### src/rtl/xosera_video_pkg.sv
// Shared constants, types and helpers for the Xosera 640x480 video core.
// Timing defaults, register map, CTRL bit positions and the colour-bar lookup.
package xosera_video_pkg;

   localparam int H_VISIBLE = 640;
   localparam int H_FP      = 16;
   localparam int H_SYNC    = 96;
   localparam int H_BP      = 48;
   localparam int V_VISIBLE = 480;
   localparam int V_FP      = 10;
   localparam int V_SYNC    = 2;
   localparam int V_BP      = 33;

   localparam int CNT_W     = 10;
   localparam int REG_NUM_W = 4;
   localparam int NUM_REGS  = 16;
   localparam int BAR_W     = 80;

   localparam logic [REG_NUM_W-1:0] REG_BGCOLOR  = 4'h0;
   localparam logic [REG_NUM_W-1:0] REG_CTRL     = 4'h1;
   localparam logic [REG_NUM_W-1:0] REG_INTR     = 4'h2;
   localparam logic [REG_NUM_W-1:0] REG_SCANLINE = 4'h3;
   localparam logic [REG_NUM_W-1:0] REG_AUDIO    = 4'h4;

   localparam int CTRL_ENABLE   = 0;
   localparam int CTRL_BARS     = 1;
   localparam int CTRL_VSYNC_IE = 2;
   localparam int CTRL_BOOT_LSB = 13;
   localparam int CTRL_BOOT_MSB = 14;
   localparam int CTRL_RECONFIG = 15;

   typedef logic [11:0] rgb_t;

   typedef enum logic {
      BYTE_HI = 1'b0,
      BYTE_LO = 1'b1
   } bytesel_e;

   // One sampled snapshot of the host bus, carried through the synchronizer
   typedef struct packed {
      logic                 cs_n;
      logic                 rd_nwr;
      logic [REG_NUM_W-1:0] reg_num;
      bytesel_e             bytesel;
      logic [7:0]           data;
   } bus_req_t;

   localparam bus_req_t BUS_IDLE = '{cs_n: 1'b1, rd_nwr: 1'b1, reg_num: '0,
                                     bytesel: BYTE_HI, data: '0};

   // Eight 80-pixel bars; compare chain avoids a divider on h
   function automatic rgb_t bar_color(input logic [CNT_W-1:0] h);
      logic [2:0] bar;
      rgb_t       c;
      bar = '0;
      for (int i = 1; i < 8; i++) begin
         if (h >= CNT_W'(i * BAR_W)) bar = 3'(i);
      end
      case (bar)
         3'd0:    c = 12'hFFF;
         3'd1:    c = 12'hFF0;
         3'd2:    c = 12'h0FF;
         3'd3:    c = 12'h0F0;
         3'd4:    c = 12'hF0F;
         3'd5:    c = 12'hF00;
         3'd6:    c = 12'h00F;
         default: c = 12'h000;
      endcase
      bar_color = c;
   endfunction

endpackage

### src/rtl/xosera_video_core_if.sv
// Host byte-lane register bus. The host side drives strobes and write data;
// the core returns registered read data.
interface xosera_bus_if;
   import xosera_video_pkg::*;

   logic                 cs_n;
   logic                 rd_nwr;
   logic [REG_NUM_W-1:0] reg_num;
   logic                 bytesel;
   logic [7:0]           wdata;
   logic [7:0]           rdata;

   modport master (output cs_n, rd_nwr, reg_num, bytesel, wdata, input rdata);
   modport slave  (input cs_n, rd_nwr, reg_num, bytesel, wdata, output rdata);

endinterface

### src/rtl/xosera_video_core_timing.sv
// Raster counters plus registered sync/data-enable, one clk behind the counters.
// Also exposes the combinational visible flag and the vsync-start pulse.
module video_timing
   import xosera_video_pkg::*;
#(
   parameter int H_VIS_P   = H_VISIBLE,
   parameter int H_FP_P    = H_FP,
   parameter int H_SYNC_P  = H_SYNC,
   parameter int H_BP_P    = H_BP,
   parameter int V_VIS_P   = V_VISIBLE,
   parameter int V_FP_P    = V_FP,
   parameter int V_SYNC_P  = V_SYNC,
   parameter int V_BP_P    = V_BP
) (
   input  logic             clk,
   input  logic             reset_i,
   output logic [CNT_W-1:0] h_cnt,
   output logic [CNT_W-1:0] v_cnt,
   output logic             visible,
   output logic             vsync_start,
   output logic             hsync_o,
   output logic             vsync_o,
   output logic             de_o
);

   localparam logic [CNT_W-1:0] H_LAST   = CNT_W'(H_VIS_P + H_FP_P + H_SYNC_P + H_BP_P - 1);
   localparam logic [CNT_W-1:0] H_VIS    = CNT_W'(H_VIS_P);
   localparam logic [CNT_W-1:0] HS_START = CNT_W'(H_VIS_P + H_FP_P);
   localparam logic [CNT_W-1:0] HS_END   = CNT_W'(H_VIS_P + H_FP_P + H_SYNC_P);
   localparam logic [CNT_W-1:0] V_LAST   = CNT_W'(V_VIS_P + V_FP_P + V_SYNC_P + V_BP_P - 1);
   localparam logic [CNT_W-1:0] V_VIS    = CNT_W'(V_VIS_P);
   localparam logic [CNT_W-1:0] VS_START = CNT_W'(V_VIS_P + V_FP_P);
   localparam logic [CNT_W-1:0] VS_END   = CNT_W'(V_VIS_P + V_FP_P + V_SYNC_P);

   logic hs_act;
   logic vs_act;

   assign visible     = (h_cnt < H_VIS) && (v_cnt < V_VIS);
   assign vsync_start = (h_cnt == '0) && (v_cnt == VS_START);
   assign hs_act      = (h_cnt >= HS_START) && (h_cnt < HS_END);
   assign vs_act      = (v_cnt >= VS_START) && (v_cnt < VS_END);

   always_ff @(posedge clk or negedge reset_i) begin
      if (!reset_i) begin
         h_cnt   <= '0;
         v_cnt   <= '0;
         hsync_o <= 1'b1;
         vsync_o <= 1'b1;
         de_o    <= 1'b0;
      end else begin
         if (h_cnt == H_LAST) begin
            h_cnt <= '0;
            v_cnt <= (v_cnt == V_LAST) ? '0 : v_cnt + 1'b1;
         end else begin
            h_cnt <= h_cnt + 1'b1;
         end
         // Syncs are negative polarity
         hsync_o <= ~hs_act;
         vsync_o <= ~vs_act;
         de_o    <= visible;
      end
   end

endmodule

### src/rtl/xosera_video_core.sv
// Xosera video core top: bus synchronizer, 16x16 register file, pixel
// colour generation, vsync interrupt and two PDM audio channels.
module xosera_video_core
   import xosera_video_pkg::*;
#(
   parameter int H_VIS_P  = H_VISIBLE,
   parameter int H_FP_P   = H_FP,
   parameter int H_SYNC_P = H_SYNC,
   parameter int H_BP_P   = H_BP,
   parameter int V_VIS_P  = V_VISIBLE,
   parameter int V_FP_P   = V_FP,
   parameter int V_SYNC_P = V_SYNC,
   parameter int V_BP_P   = V_BP
) (
   input  logic              clk,
   input  logic              reset_i,
   xosera_bus_if.slave       bus,
   output logic              bus_intr_o,
   output logic [3:0]        red_o,
   output logic [3:0]        green_o,
   output logic [3:0]        blue_o,
   output logic              hsync_o,
   output logic              vsync_o,
   output logic              dv_de_o,
   output logic              audio_l_o,
   output logic              audio_r_o,
   output logic              reconfig_o,
   output logic [1:0]        boot_select_o
);

   bus_req_t         req_raw;
   bus_req_t         req_s1;
   bus_req_t         req_s2;
   logic             cs_n_d;
   logic             wr_stb;
   logic             wr_mapped;
   logic             intr_clr;
   logic             pending;
   logic [15:0]      regs [NUM_REGS];
   logic [15:0]      rd_word;
   logic [8:0]       acc_l;
   logic [8:0]       acc_r;
   rgb_t             pix;

   logic [CNT_W-1:0] h_cnt;
   logic [CNT_W-1:0] v_cnt;
   logic             visible;
   logic             vsync_start;

   video_timing #(
      .H_VIS_P (H_VIS_P),  .H_FP_P (H_FP_P),  .H_SYNC_P (H_SYNC_P),  .H_BP_P (H_BP_P),
      .V_VIS_P (V_VIS_P),  .V_FP_P (V_FP_P),  .V_SYNC_P (V_SYNC_P),  .V_BP_P (V_BP_P)
   ) u_timing (
      .clk         (clk),
      .reset_i     (reset_i),
      .h_cnt       (h_cnt),
      .v_cnt       (v_cnt),
      .visible     (visible),
      .vsync_start (vsync_start),
      .hsync_o     (hsync_o),
      .vsync_o     (vsync_o),
      .de_o        (dv_de_o)
   );

   always_comb begin
      req_raw = '{cs_n: bus.cs_n, rd_nwr: bus.rd_nwr, reg_num: bus.reg_num,
                  bytesel: bytesel_e'(bus.bytesel), data: bus.wdata};
   end

   // Whole bus snapshot goes through two flops; the host holds data stable
   // across the chip-select window, so per-bit skew cannot corrupt a write.
   always_ff @(posedge clk or negedge reset_i) begin
      if (!reset_i) begin
         req_s1 <= BUS_IDLE;
         req_s2 <= BUS_IDLE;
         cs_n_d <= 1'b1;
      end else begin
         req_s1 <= req_raw;
         req_s2 <= req_s1;
         cs_n_d <= req_s2.cs_n;
      end
   end

   assign wr_stb    = cs_n_d && !req_s2.cs_n && !req_s2.rd_nwr;
   assign wr_mapped = (req_s2.reg_num != REG_INTR) && (req_s2.reg_num != REG_SCANLINE);
   assign intr_clr  = wr_stb && (req_s2.reg_num == REG_INTR) &&
                      (req_s2.bytesel == BYTE_LO) && req_s2.data[0];

   always_ff @(posedge clk or negedge reset_i) begin
      if (!reset_i) begin
         for (int i = 0; i < NUM_REGS; i++) regs[i] <= '0;
      end else if (wr_stb && wr_mapped) begin
         if (req_s2.bytesel == BYTE_HI) regs[req_s2.reg_num][15:8] <= req_s2.data;
         else                           regs[req_s2.reg_num][7:0]  <= req_s2.data;
      end
   end

   // Set beats clear so a frame boundary is never lost to a racing ack
   always_ff @(posedge clk or negedge reset_i) begin
      if (!reset_i) begin
         pending    <= 1'b0;
         bus_intr_o <= 1'b0;
      end else begin
         if (vsync_start)   pending <= 1'b1;
         else if (intr_clr) pending <= 1'b0;
         bus_intr_o <= pending && regs[REG_CTRL][CTRL_VSYNC_IE];
      end
   end

   always_comb begin
      rd_word = regs[req_s2.reg_num];
      case (req_s2.reg_num)
         REG_INTR:     rd_word = {15'b0, pending};
         REG_SCANLINE: rd_word = {{(16-CNT_W){1'b0}}, v_cnt};
         default:      ;
      endcase
   end

   always_ff @(posedge clk or negedge reset_i) begin
      if (!reset_i)                       bus.rdata <= '0;
      else if (req_s2.bytesel == BYTE_HI) bus.rdata <= rd_word[15:8];
      else                                bus.rdata <= rd_word[7:0];
   end

   always_comb begin
      pix = '0;
      if (visible && regs[REG_CTRL][CTRL_ENABLE]) begin
         pix = regs[REG_CTRL][CTRL_BARS] ? bar_color(h_cnt) : regs[REG_BGCOLOR][11:0];
      end
   end

   always_ff @(posedge clk or negedge reset_i) begin
      if (!reset_i) {red_o, green_o, blue_o} <= '0;
      else          {red_o, green_o, blue_o} <= pix;
   end

   // First-order PDM: the carry out of an 8-bit phase accumulator is the bitstream
   always_ff @(posedge clk or negedge reset_i) begin
      if (!reset_i) begin
         acc_l <= '0;
         acc_r <= '0;
      end else begin
         acc_l <= {1'b0, acc_l[7:0]} + {1'b0, regs[REG_AUDIO][15:8]};
         acc_r <= {1'b0, acc_r[7:0]} + {1'b0, regs[REG_AUDIO][7:0]};
      end
   end

   assign audio_l_o     = acc_l[8];
   assign audio_r_o     = acc_r[8];
   assign reconfig_o    = regs[REG_CTRL][CTRL_RECONFIG];
   assign boot_select_o = regs[REG_CTRL][CTRL_BOOT_MSB:CTRL_BOOT_LSB];

endmodule

### src/flat_wrapper.sv
// flat-port wrapper written by rule: the top's interface ports become plain ports
module xosera_video_core_flat import xosera_video_pkg::*;
#(
   parameter int H_VIS_P  = H_VISIBLE,
   parameter int H_FP_P   = H_FP,
   parameter int H_SYNC_P = H_SYNC,
   parameter int H_BP_P   = H_BP,
   parameter int V_VIS_P  = V_VISIBLE,
   parameter int V_FP_P   = V_FP,
   parameter int V_SYNC_P = V_SYNC,
   parameter int V_BP_P   = V_BP
)
  (clk, reset_i, bus_intr_o, red_o, green_o, blue_o, hsync_o, vsync_o, dv_de_o, audio_l_o, audio_r_o, reconfig_o, boot_select_o, bus_cs_n, bus_rd_nwr, bus_reg_num, bus_bytesel, bus_wdata, bus_rdata);
  xosera_bus_if bus_i ();
  input  logic clk;
  input  logic reset_i;
  output logic bus_intr_o;
  output logic [3:0] red_o;
  output logic [3:0] green_o;
  output logic [3:0] blue_o;
  output logic hsync_o;
  output logic vsync_o;
  output logic dv_de_o;
  output logic audio_l_o;
  output logic audio_r_o;
  output logic reconfig_o;
  output logic [1:0] boot_select_o;
  input wire logic [$bits(bus_i.cs_n)-1:0] bus_cs_n;
  input wire logic [$bits(bus_i.rd_nwr)-1:0] bus_rd_nwr;
  input wire logic [$bits(bus_i.reg_num)-1:0] bus_reg_num;
  input wire logic [$bits(bus_i.bytesel)-1:0] bus_bytesel;
  input wire logic [$bits(bus_i.wdata)-1:0] bus_wdata;
  output wire logic [$bits(bus_i.rdata)-1:0] bus_rdata;
  assign bus_i.cs_n = bus_cs_n;
  assign bus_i.rd_nwr = bus_rd_nwr;
  assign bus_i.reg_num = bus_reg_num;
  assign bus_i.bytesel = bus_bytesel;
  assign bus_i.wdata = bus_wdata;
  assign bus_rdata = bus_i.rdata;
  xosera_video_core #(.H_VIS_P(H_VIS_P), .H_FP_P(H_FP_P), .H_SYNC_P(H_SYNC_P), .H_BP_P(H_BP_P), .V_VIS_P(V_VIS_P), .V_FP_P(V_FP_P), .V_SYNC_P(V_SYNC_P), .V_BP_P(V_BP_P)) u_core (.clk(clk), .reset_i(reset_i), .bus(bus_i), .bus_intr_o(bus_intr_o), .red_o(red_o), .green_o(green_o), .blue_o(blue_o), .hsync_o(hsync_o), .vsync_o(vsync_o), .dv_de_o(dv_de_o), .audio_l_o(audio_l_o), .audio_r_o(audio_r_o), .reconfig_o(reconfig_o), .boot_select_o(boot_select_o));
endmodule
### config.mk
export PLATFORM = sky130hd
export DESIGN_NAME = xosera_video_core_flat
export DESIGN_NICKNAME = d
export VERILOG_FILES = /design/src/rtl/xosera_video_pkg.sv /design/src/rtl/xosera_video_core_if.sv /design/src/rtl/xosera_video_core_timing.sv /design/src/rtl/xosera_video_core.sv /design/src/flat_wrapper.sv
export SDC_FILE = /design/constraint.sdc
export NUM_CORES = 1
export LEC_CHECK = 0
export ABC_AREA = 1
export CAP_MARGIN = 10
export CORE_ASPECT_RATIO = 0.5
export CORE_UTILIZATION = 47
export DETAILED_ROUTE_END_ITERATION = 10
export SETUP_SLACK_MARGIN = 0.05
export SYNTH_ARGS = -nofsm -noshare
export SYNTH_HDL_FRONTEND = slang
export SYNTH_SLANG_ARGS = --single-unit
### constraint.sdc
create_clock -name clk -period 2.4 [get_ports clk]
set_input_delay 0.24 -clock clk [delete_from_list [all_inputs] [get_ports clk]]
set_output_delay 0.24 -clock clk [all_outputs]
set_load 0.02 [all_outputs]
==> reports/metrics.csv <==
metric,value,unit
status,completed,
routability cong.,0.895,
initial detailed-routing violation count,1449,
post-synthesis xor/xnor area fraction,0.0107,
largest family of logic cells by synthesized area,simple AND/OR/NAND/NOR gates,
Hold Crit Start,bus_cs_n,
Post-synth EDFFs,0,
Crit. End Element,register,
Highest Clock Rate,460,MHz
Synth Instances,1754,
Inserted Clock Buffers,31,
ant diodes,0,
Min-Delay Endpoint,u_core.req_s1[14]$_DFF_PN1_,
final net count,1810,
DIE AREA,33700,µm²
Area Overhead vs Synth,12.9,%
register bit count reported by yosys,350,
clk_skew,0.0186,ns
class of the worst hold path,in2reg,
setup ws final,0.224,ns
minimum clock period,2.18,ns
VDD IR max,0.463,mV
initial core utilization,0.483,
die height,130,µm
syn nets,1793,
Post-Synth Adder-Cell Area,0.0187,
power per cell area,758,nW/µm²
Tcrit/Tclk final,0.907,
CTS tree,yes,
asr flop ratio synth,1.00,
clk sinks,350,
post-synthesis compound-gate area fraction,0.118,
Worst Path Required,2.86,ns
Clock Latency Late Sink,0.58,ns
Layout fillers,2867,
"Remaining Overflow, GRT",0,
DRC errors left,0,
layout cell share with drive strength beyond 1,0.0964,
register area share after synthesis,0.566,
routed length per instance,18.5,µm
mux cell area share after synthesis,0,
Mapped Avg Cell Area,8.83,µm²
vias,12100,
pre-CTS WS,0.359,ns
footprint of the multi-input gates,5770,µm²
CTS root buffer,clkbuf_16,
TritonRoute pass-1 iters,6,
Post-Synth Simple-Gate Area,0.224,
clock-pin slew on the worst setup and hold paths,0.07,ns
RSZ-0062 raised after global routing,false,
Core ar.,32100,µm²
CTS Buffer Depth,3,
die width,259,µm
max_cap viols,0,
critical path peak fanout,44,
post-CTS setup buffers,0,
Slew Limit Fails,0,
critical path data arrival time,2.63,ns
I/O Pins,46,
PortBufs,45,
H-Tree Depth,1,
vias in the first global route,11500,
site row count,46,
Avg Vias per Cell,5.43,
Crit Path Category,reg2reg,
reg-to-reg critical path endpoint,u_core.bus.rdata[3]$_DFF_PN0_,
Hold Crit Depth,1,
Sequential Area,8770,µm²
antenna violations before repair,0,
worst rel slew slack,0.598,
Post-Route WL,41100,µm
startpoint of the worst register-to-register path,u_core.req_s2[10]$_DFF_PN0_,
Setup TNS Final,0,ns
All-Layer GR Usage,0.252,
synthesized area,15500,µm²
hpwl dp,27200,µm
Main synth FF type,dfrtp_1,
ANT nets after route,0,
Worst R2R Path Depth,10,
global-route wire length before repair,65400,µm
Final Setup Violations,0,
Ys Warns,0,
pin count of the biggest net entering global routing,95,
Least-Margin Pin Slew,0.603,ns
flop-to-flop setup slack,0.22,ns
final hold violations,0,
post-synth cell types,39,
Leak,0.00830,µW
Worst setup SP type,register,
-- worst max path at each step --
| stage | endpoint | from | cells after the start |
|---|---|---|---|
| 3_3_place_gp | u_core.bus.rdata[3]$_DFF_PN0_ | u_core.req_s2[10]$_DFF_PN0_ | 10 |
| 6_report | u_core.bus.rdata[3]$_DFF_PN0_ | u_core.req_s2[10]$_DFF_PN0_ | 10 |
| 3_5_place_dp | u_core.bus.rdata[3]$_DFF_PN0_ | u_core.req_s2[10]$_DFF_PN0_ | 10 |
| 5_1_grt | u_core.bus.rdata[3]$_DFF_PN0_ | u_core.req_s2[10]$_DFF_PN0_ | 10 |
| 2_1_floorplan | u_core.regs[248]$_DFFE_PN0P_ | u_core.cs_n_d$_DFF_PN1_ | 8 |
| 4_1_cts | u_core.bus.rdata[3]$_DFF_PN0_ | u_core.req_s2[10]$_DFF_PN0_ | 10 |
-- cells in the mapped netlist, drive strengths merged, types with 6 or more instances --
cell | n | area share
nand3 | 32 | 0.010
dfrtp | 343 | 0.55
nor4 | 6 | 0.0024
nand2 | 666 | 0.17
inv | 75 | 0.018
nor2 | 60 | 0.021
a21oi | 30 | 0.0097
buf | 67 | 0.029
o21ai | 257 | 0.083
dfstp | 7 | 0.012
ha | 20 | 0.016
nand4 | 36 | 0.015
clkbuf | 61 | 0.015
nor3 | 14 | 0.0048
a22oi | 42 | 0.020
xor2 | 17 | 0.0096
-- cell usage in the layout, fill, tap and decap left out, drive strengths merged --
cell type      instances
o2111ai                1
a21oi                 30
o311ai                 2
o21ai                257
a31oi                  2
nand3b                 2
a211oi                 2
nand2                666
ha                    20
dfstp                  7
xor2                  17
bufinv                 2
dfrtp                343
buf                   67
nor2                  60
nand3                 32
inv                   76
clkbuf                42
fa                     2
nor3b                  1
clkdlybuf4s50         44
clkinv                13
a22oi                 42
nor4                   6
xnor2                  2
or3b                   1
o211ai                 2
nand4                 36
and2                   2
o21a                   1
nor3                  14
dlygate4sd3            1
-- metrics by stage --
step                       util  total power [µW]  hold slack [ns]  cell area, µm²  instances
after floorplan               -              7630          -0.0556           15500       1754
after global placement    0.513              8190           0.0879           16400       2169
after detailed placement  0.513              8270           0.0894           16400       2169
after CTS                 0.546             13400           0.0434           17500       2227
after global routing      0.546             13800           0.0463           17500       2227
final                     0.546             13300           0.0663           17500       2227
-- critical path: stages, from the launching register on --
cell and delay (ns):
dfrtp_1 0.47, inv_2 0.27, nor2_4 0.07, buf_12 0.20, a22oi_1 0.18, nand2_1 0.08
nand2_1 0.08, nand2_1 0.10, o21ai_0 0.33, buf_4 0.18, nand3_1 0.06
-- flip-flops by register name (all words and copies together), names as in the netlist, 2 cells and up --
signal                 flops
u_core.regs              253
u_core.req_s1             15
u_core.req_s2             15
u_core.u_timing.h_cnt     10
u_core.u_timing.v_cnt     10
u_core.acc_l               9
u_core.acc_r               9
u_core.bus.rdata           8
u_core.blue_o              4
u_core.green_o             4
u_core.red_o               4
u_core.boot_select_o       2
-- layout make-up --
cell class	instances	share of cell area
clock buffer	42	0.0519
sequential	350	0.501
multi-input combinational	1200	0.330
tap	432	0.0309
inverter	76	0.0163
clock inverter	15	0.00780
timing repair buffer	112	0.0621
-- timing repair --
action	in CTS	in global routing
hold endpoints to repair	343	0
hold buffers	1	0
resized for setup	0	0
-- cells by family after synthesis --
logic type,Yosys count
and+or+nand+nor,820
DFF,350
AOI/OAI and AO/OA,339
buffers and inverters,204
adders and majority gates,22
xor gates and xnor gates,19
-- routing by layer --
layer	track usage	wire, µm	up-vias
met4	0.0484	600	0
met5	0	0	-
met1	0.377	19500	5908
li1	-	-	5723
met2	0.381	17700	401
met3	0.0517	3300	50
-- power by group --
part           switching (µW)  internal [µW]  leakage [µW]  total, µW
clock network            2220           2860      0.000529       5080
registers                 261           6360       0.00468       6620
logic                     994            559       0.00309       1550
total                    3480           9780       0.00830      13300
(Power assumes the default switching activity.)
